## src/rtl/id_iset_issue_pkg.sv

```systemverilog
// Shared widths, encodings and types for the ID-stage instruction-set issue controller.
package id_iset_issue_pkg;

  localparam int ISET_W = 4;
  localparam int XLEN   = 12;

  typedef logic [ISET_W-1:0] iset_t;
  typedef logic [XLEN-1:0]   word_t;

  localparam iset_t      ISET_BASE   = 4'd0;
  localparam iset_t      ISET_MAX    = 4'd3;
  localparam word_t      NOP         = 12'h000;
  localparam logic [7:0] OP_SETISET  = 8'hFF;
  localparam logic [7:0] OP_ONCEISET = 8'hFE;

  typedef enum logic {
    ST_RUN     = 1'b0,
    ST_ONESHOT = 1'b1
  } state_e;

  typedef struct packed {
    logic  is_set;
    logic  is_once;
    iset_t operand;
    logic  legal;
  } prefix_t;

  function automatic logic iset_legal(input iset_t x);
    return x <= ISET_MAX;
  endfunction

endpackage

```

## src/rtl/id_iset_issue_if.sv

```systemverilog
// Fetch, EX-control and ID/EX latch signals of the issue controller.
interface id_iset_issue_if;
  import id_iset_issue_pkg::*;

  logic  if_valid;
  word_t if_instr;
  word_t if_pc;
  logic  if_ready;
  logic  ex_stall;
  logic  flush;
  iset_t flush_iset;
  logic  idex_enable;
  word_t idex_instr;
  iset_t idex_iset;
  word_t idex_pc;
  iset_t iset_cur;
  logic  iset_fault;

  modport master (
    output if_valid, if_instr, if_pc, ex_stall, flush, flush_iset,
    input  if_ready, idex_enable, idex_instr, idex_iset, idex_pc, iset_cur, iset_fault
  );

  modport slave (
    input  if_valid, if_instr, if_pc, ex_stall, flush, flush_iset,
    output if_ready, idex_enable, idex_instr, idex_iset, idex_pc, iset_cur, iset_fault
  );
endinterface

```

## src/rtl/id_iset_issue_prefix_decode.sv

```systemverilog
// Combinational classifier for ISET prefix instructions (SETISET / ONCEISET).
module id_iset_issue_prefix_decode
  import id_iset_issue_pkg::*;
(
  input  word_t   instr_i,
  output prefix_t pfx_o
);

  logic [7:0] opcode;

  assign opcode = instr_i[XLEN-1:XLEN-8];

  always_comb begin
    pfx_o         = '0;
    pfx_o.is_set  = (opcode == OP_SETISET);
    pfx_o.is_once = (opcode == OP_ONCEISET);
    pfx_o.operand = instr_i[ISET_W-1:0];
    pfx_o.legal   = iset_legal(instr_i[ISET_W-1:0]);
  end

endmodule

```

## src/rtl/id_iset_issue.sv

```systemverilog
// ID issue controller: tracks the active instruction set, strips prefixes into
// bubbles and drives the ID/EX latch, honouring EX stall and flush.
module id_iset_issue
  import id_iset_issue_pkg::*;
(
  input  logic               clk,
  input  logic               rst_n,
  id_iset_issue_if.slave     bus
);

  state_e  state_q, state_d;
  iset_t   iset_cur_q, iset_cur_d;
  iset_t   temp_q, temp_d;
  logic    fault_q, fault_d;
  prefix_t pfx;
  logic    is_prefix;
  logic    accept;

  id_iset_issue_prefix_decode u_decode (
    .instr_i (bus.if_instr),
    .pfx_o   (pfx)
  );

  assign is_prefix = pfx.is_set | pfx.is_once;
  assign accept    = bus.if_valid & ~bus.ex_stall & ~bus.flush;

  always_ff @(posedge clk or negedge rst_n) begin
    if (!rst_n) begin
      state_q    <= ST_RUN;
      iset_cur_q <= ISET_BASE;
      temp_q     <= ISET_BASE;
      fault_q    <= 1'b0;
    end else begin
      state_q    <= state_d;
      iset_cur_q <= iset_cur_d;
      temp_q     <= temp_d;
      fault_q    <= fault_d;
    end
  end

  always_comb begin
    state_d    = state_q;
    iset_cur_d = iset_cur_q;
    temp_d     = temp_q;
    fault_d    = fault_q;

    if (bus.flush) begin
      state_d    = ST_RUN;
      iset_cur_d = bus.flush_iset;
      temp_d     = ISET_BASE;
    end else if (accept) begin
      // An illegal prefix only raises the fault; everything else is left alone.
      if (is_prefix && !pfx.legal) begin
        fault_d = 1'b1;
      end else if (pfx.is_set) begin
        iset_cur_d = pfx.operand;
      end else if (pfx.is_once) begin
        temp_d  = pfx.operand;
        state_d = ST_ONESHOT;
      end else begin
        state_d = ST_RUN;
      end
    end
  end

  always_comb begin
    bus.if_ready    = ~bus.ex_stall & ~bus.flush;
    bus.idex_enable = bus.flush | ~bus.ex_stall;
    bus.idex_instr  = NOP;
    bus.idex_iset   = iset_cur_q;
    bus.idex_pc     = bus.if_pc;

    if (bus.flush) begin
      bus.idex_iset = bus.flush_iset;
      bus.idex_pc   = '0;
    end else if (bus.if_valid && !is_prefix) begin
      bus.idex_instr = bus.if_instr;
      bus.idex_iset  = (state_q == ST_ONESHOT) ? temp_q : iset_cur_q;
    end
  end

  assign bus.iset_cur   = iset_cur_q;
  assign bus.iset_fault = fault_q;

endmodule

```

## src/flat_wrapper.sv

```systemverilog
// flat-port wrapper written by rule: the top's interface ports become plain ports
module id_iset_issue_flat import id_iset_issue_pkg::*;
  (clk, rst_n, bus_if_valid, bus_if_instr, bus_if_pc, bus_ex_stall, bus_flush, bus_flush_iset, bus_if_ready, bus_idex_enable, bus_idex_instr, bus_idex_iset, bus_idex_pc, bus_iset_cur, bus_iset_fault);
  id_iset_issue_if bus_i ();
  input  logic clk;
  input  logic rst_n;
  input wire logic [$bits(bus_i.if_valid)-1:0] bus_if_valid;
  input wire logic [$bits(bus_i.if_instr)-1:0] bus_if_instr;
  input wire logic [$bits(bus_i.if_pc)-1:0] bus_if_pc;
  input wire logic [$bits(bus_i.ex_stall)-1:0] bus_ex_stall;
  input wire logic [$bits(bus_i.flush)-1:0] bus_flush;
  input wire logic [$bits(bus_i.flush_iset)-1:0] bus_flush_iset;
  output wire logic [$bits(bus_i.if_ready)-1:0] bus_if_ready;
  output wire logic [$bits(bus_i.idex_enable)-1:0] bus_idex_enable;
  output wire logic [$bits(bus_i.idex_instr)-1:0] bus_idex_instr;
  output wire logic [$bits(bus_i.idex_iset)-1:0] bus_idex_iset;
  output wire logic [$bits(bus_i.idex_pc)-1:0] bus_idex_pc;
  output wire logic [$bits(bus_i.iset_cur)-1:0] bus_iset_cur;
  output wire logic [$bits(bus_i.iset_fault)-1:0] bus_iset_fault;
  assign bus_i.if_valid = bus_if_valid;
  assign bus_i.if_instr = bus_if_instr;
  assign bus_i.if_pc = bus_if_pc;
  assign bus_i.ex_stall = bus_ex_stall;
  assign bus_i.flush = bus_flush;
  assign bus_i.flush_iset = bus_flush_iset;
  assign bus_if_ready = bus_i.if_ready;
  assign bus_idex_enable = bus_i.idex_enable;
  assign bus_idex_instr = bus_i.idex_instr;
  assign bus_idex_iset = bus_i.idex_iset;
  assign bus_idex_pc = bus_i.idex_pc;
  assign bus_iset_cur = bus_i.iset_cur;
  assign bus_iset_fault = bus_i.iset_fault;
  id_iset_issue u_core (.clk(clk), .rst_n(rst_n), .bus(bus_i));
endmodule
```

## config.mk

```make
export PLATFORM = sky130hd
export DESIGN_NAME = id_iset_issue_flat
export DESIGN_NICKNAME = d
export VERILOG_FILES = /design/src/rtl/id_iset_issue_pkg.sv /design/src/rtl/id_iset_issue_if.sv /design/src/rtl/id_iset_issue_prefix_decode.sv /design/src/rtl/id_iset_issue.sv /design/src/flat_wrapper.sv
export SDC_FILE = /design/constraint.sdc
export NUM_CORES = 1
export LEC_CHECK = 0
export CORE_MARGIN = 1.5
export CORE_UTILIZATION = 30
export CTS_BUF_LIST = sky130_fd_sc_hd__clkbuf_4 sky130_fd_sc_hd__clkbuf_8
export CTS_CLUSTER_SIZE = 12
export DETAILED_ROUTE_END_ITERATION = 8
export GPL_TIMING_DRIVEN = 0
export HOLD_SLACK_MARGIN = 0.15
export PLACE_DENSITY = 0.9
export SLEW_MARGIN = 20
export SYNTH_ARGS = -nofsm -noshare
export SYNTH_HDL_FRONTEND = slang
export SYNTH_SLANG_ARGS = --single-unit
export TNS_END_PERCENT = 20
```

## constraint.sdc

```tcl
create_clock -name clk -period 2.9 [get_ports clk]
set_clock_uncertainty 0.1 [all_clocks]
set_input_delay 0.29 -clock clk [delete_from_list [all_inputs] [get_ports clk]]
set_output_delay 0.29 -clock clk [all_outputs]
set_load 0.03 [all_outputs]
```

==> summary.md <==
| Metric | Value |
|---|---|
| Crit path capture type | `primary output` |
| Leakage Power | `0.599 nW` |
| Final Hold Viols | `0` |
| Leading cell type in the layout, fill and taps excluded | `clkdlybuf4s50_1` |
| Max Transition Viols Final | `0` |
| Port buffer count | `67` |
| Clock Latency Late Sink | `0.26 ns` |
| # hold bufs at CTS | `0` |
| WHS | `0.237 ns` |
| Num CTS Buffers | `3` |
| Sequential cell area fraction in the yosys report | `34.1%` |
| Die extent in x | `52.5 µm` |
| Critical path depth in cells | `7` |
| Final WL | `2490 µm` |
| Min-Delay Path Class | `primary input to async pin` |
| Core box area | `0.00225 mm²` |
| Area Growth Syn to Fin | `102%` |
| Slowest-stage cell, CP | `clkdlybuf4s50_1` |
| Clk pin slew, worst setup/hold paths | `0.06 ns` |
| CP Data Arrival Time | `2.36 ns` |
| Max Clock Freq | `363 MHz` |
| Final Critical Period | `2.75 ns` |
| VDD IR-drop max | `0.279 mV` |
| R2r startpoint | `u_core.bus.iset_cur[0]$_DFFE_PN0P_` |
| Cell Area, Synth | `734 µm²` |
| Placed Instance Area | `0.00144 mm²` |
| Synthesis Warnings | `0` |
| Pre-antenna DRT Iters | `4` |
| Max transition margin | `63.6%` |
| Capturing point of the worst reg2reg path | `u_core.bus.iset_cur[0]$_DFFE_PN0P_` |
| Buf/Inv on CP | `3` |
| Largest net degree at the start of global routing | `11` |
| Crit-path leading delay family | `buffers and inverters` |
| Initial Util | `32.6%` |
| Worst reg2reg path depth | `1` |
| Most frequent cells in the layout | `clkdlybuf4s50_1, mux2_2, nor2b_1` |
| Crit share post-route | `95.0%` |
| Pre-CTS setup slack | `-0.223 ns` |
| Final ANT Viol Nets | `0` |
| Setup violators final | `0` |
| Total clock sinks | `10` |
| Ratio of cells with drive above 1 in the final layout | `15.5%` |
| DR DRC count | `0` |
| Cell Pwr Density | `329 mW/mm²` |
| Cell Rows | `17` |
| DR vias/cell | `4.77` |
| First-pass GRT wire length | `3630 µm` |
| Root buf cell | `clkbuf_4` |
| Wire per inst | `14.2 µm` |
| Htree depth | `1` |
| Vias in the first global route | `757` |
| CTS tree | `yes` |
| Initial antenna violation count | `0` |
| Final nets | `182` |
| Final WS setup | `0.146 ns` |
| Finished Cell Area | `0.00149 mm²` |
| Synth cell types | `20` |
| Yosys reg bits | `10` |
| Flop-to-flop setup slack | `2.04 ns` |
| Final core occ | `65.9%` |
| Max_cap viols | `0` |
| Worst setup SP type | `primary input` |
| PnR Total Power | `0.490 mW` |
| Cell Count, Final, Fillers Out | `176` |
| Post-Place Cells | `171` |
| Mean post-synth cell area | `9.66 µm²` |
| Vias | `839` |
| Mapped Nets | `109` |
| CP most frequent cell | `clkdlybuf4s50_1` |
| Max stage delay on crit path | `0.58 ns` |
| TNS Setup | `0 ns` |
| Grt total ovfl | `0` |
| GRT Total Usage | `18.4%` |
| Die Y | `52.5 µm` |
| Worst path cell trace | `clkdlybuf4s50_1 > nand4_1 > nor2_1 > nor3b_2 > clkbuf_2 > and2_2 > clkdlybuf4s50_1` |
| # IOs | `68` |
| Drt initial violations | `10` |
| Run status | `complete, no violations` |
| Final Wtd Congestion | `0.794` |
| Worst-Margin Slew | `0.544 ns` |
| # diodes | `0` |
| RSZ-0062 raised after global routing | `false` |
| Worst-case clock buffer depth | `2` |
| Die ar. | `0.00275 mm²` |
| WP data required | `2.51 ns` |
| Crit Path Max Fanout | `10` |
| Synth Instances | `76` |
| Hpwl dp | `2030 µm` |
| Setup CP Type | `primary input to primary output` |
-- registers in the layout, summed over array words and instances, names as in the netlist --
signal                 cells
u_core.bus.iset_fault      1
u_core.state_q             1
u_core.bus.iset_cur        4
u_core.temp_q              4
-- area by class of cell --
| type | count | area [µm²] |
|---|---|---|
| Fill cell | 178 | 768 |
| Multi-Input combinational cell | 62 | 474 |
| Buffer | 4 | 17.5 |
| Timing Repair Buffer | 68 | 673 |
| Clock buffer | 4 | 36.3 |
| Tap cell | 28 | 35.0 |
| Sequential cell | 10 | 250 |
-- synthesized netlist by cell type --
cell      number  area share, %
o22ai_1        1           0.85
nor4_4         1            2.9
clkbuf_1       4            2.0
a21o_1         1            1.0
nand4_1        1           0.85
mux2i_1        2            2.7
and2_1        11            9.4
nor2b_1       12             10
or4b_4         1            1.9
and2_2         1            1.0
nand3_1        1           0.68
nor2_1         7            3.6
dfrtp_1       10             34
o211ai_1       1            1.0
nand2b_1       2            1.7
a22o_1         2            2.4
nor3_1         2            1.4
nor3b_1        3            3.1
a31oi_1        1           0.85
mux2_2        12             18
-- cells by family after synthesis --
kind of cell | Yosys count | share of synthesized area [%]
buffers and inverters | 4 | 2.04
and+or+nand+nor | 42 | 36.6
DFF | 10 | 34.1
AOI/OAI and AO/OA | 6 | 6.14
muxes | 14 | 21.1
-- timing repair --
action | CTS | global route
setup buffers | 1 | 0
resized for setup | 6 | 2
cloned | 0 | 0
setup endpoints to repair | 15 | 10
pin swaps | 1 | 0
-- power by group --
part	internal, mW	leakage [nW]	switching, mW
logic	0.110	0.447	0.106
clock network	0.0762	0.0210	0.0462
registers	0.146	0.131	0.00478
total	0.332	0.599	0.157
-- how the worst max path moves through the flow --
stage | startpoint | to | slack (ns)
final | bus_if_instr[6] | bus_idex_instr[3] | 0.15
after detailed placement | bus_if_instr[6] | bus_idex_iset[1] | -0.22
after floorplan | bus_if_instr[6] | bus_idex_iset[0] | 0.99
after global placement | bus_if_instr[6] | bus_idex_iset[1] | -0.18
after CTS | bus_if_instr[6] | bus_idex_instr[7] | 0.06
after global routing | bus_if_instr[6] | bus_idex_instr[3] | 0.002
-- per-layer routing --
layer | track usage [%] | share of wire, % | vias to the layer above
li1 | - | - | 410
met1 | 19.6 | 39 | 383
met2 | 33.3 | 51 | 42
met3 | 5.43 | 8.8 | 4
met4 | 7.69 | 1.3 | 0
met5 | 0 | 0 | -
Note: power is estimated with default switching activity, not from simulation.
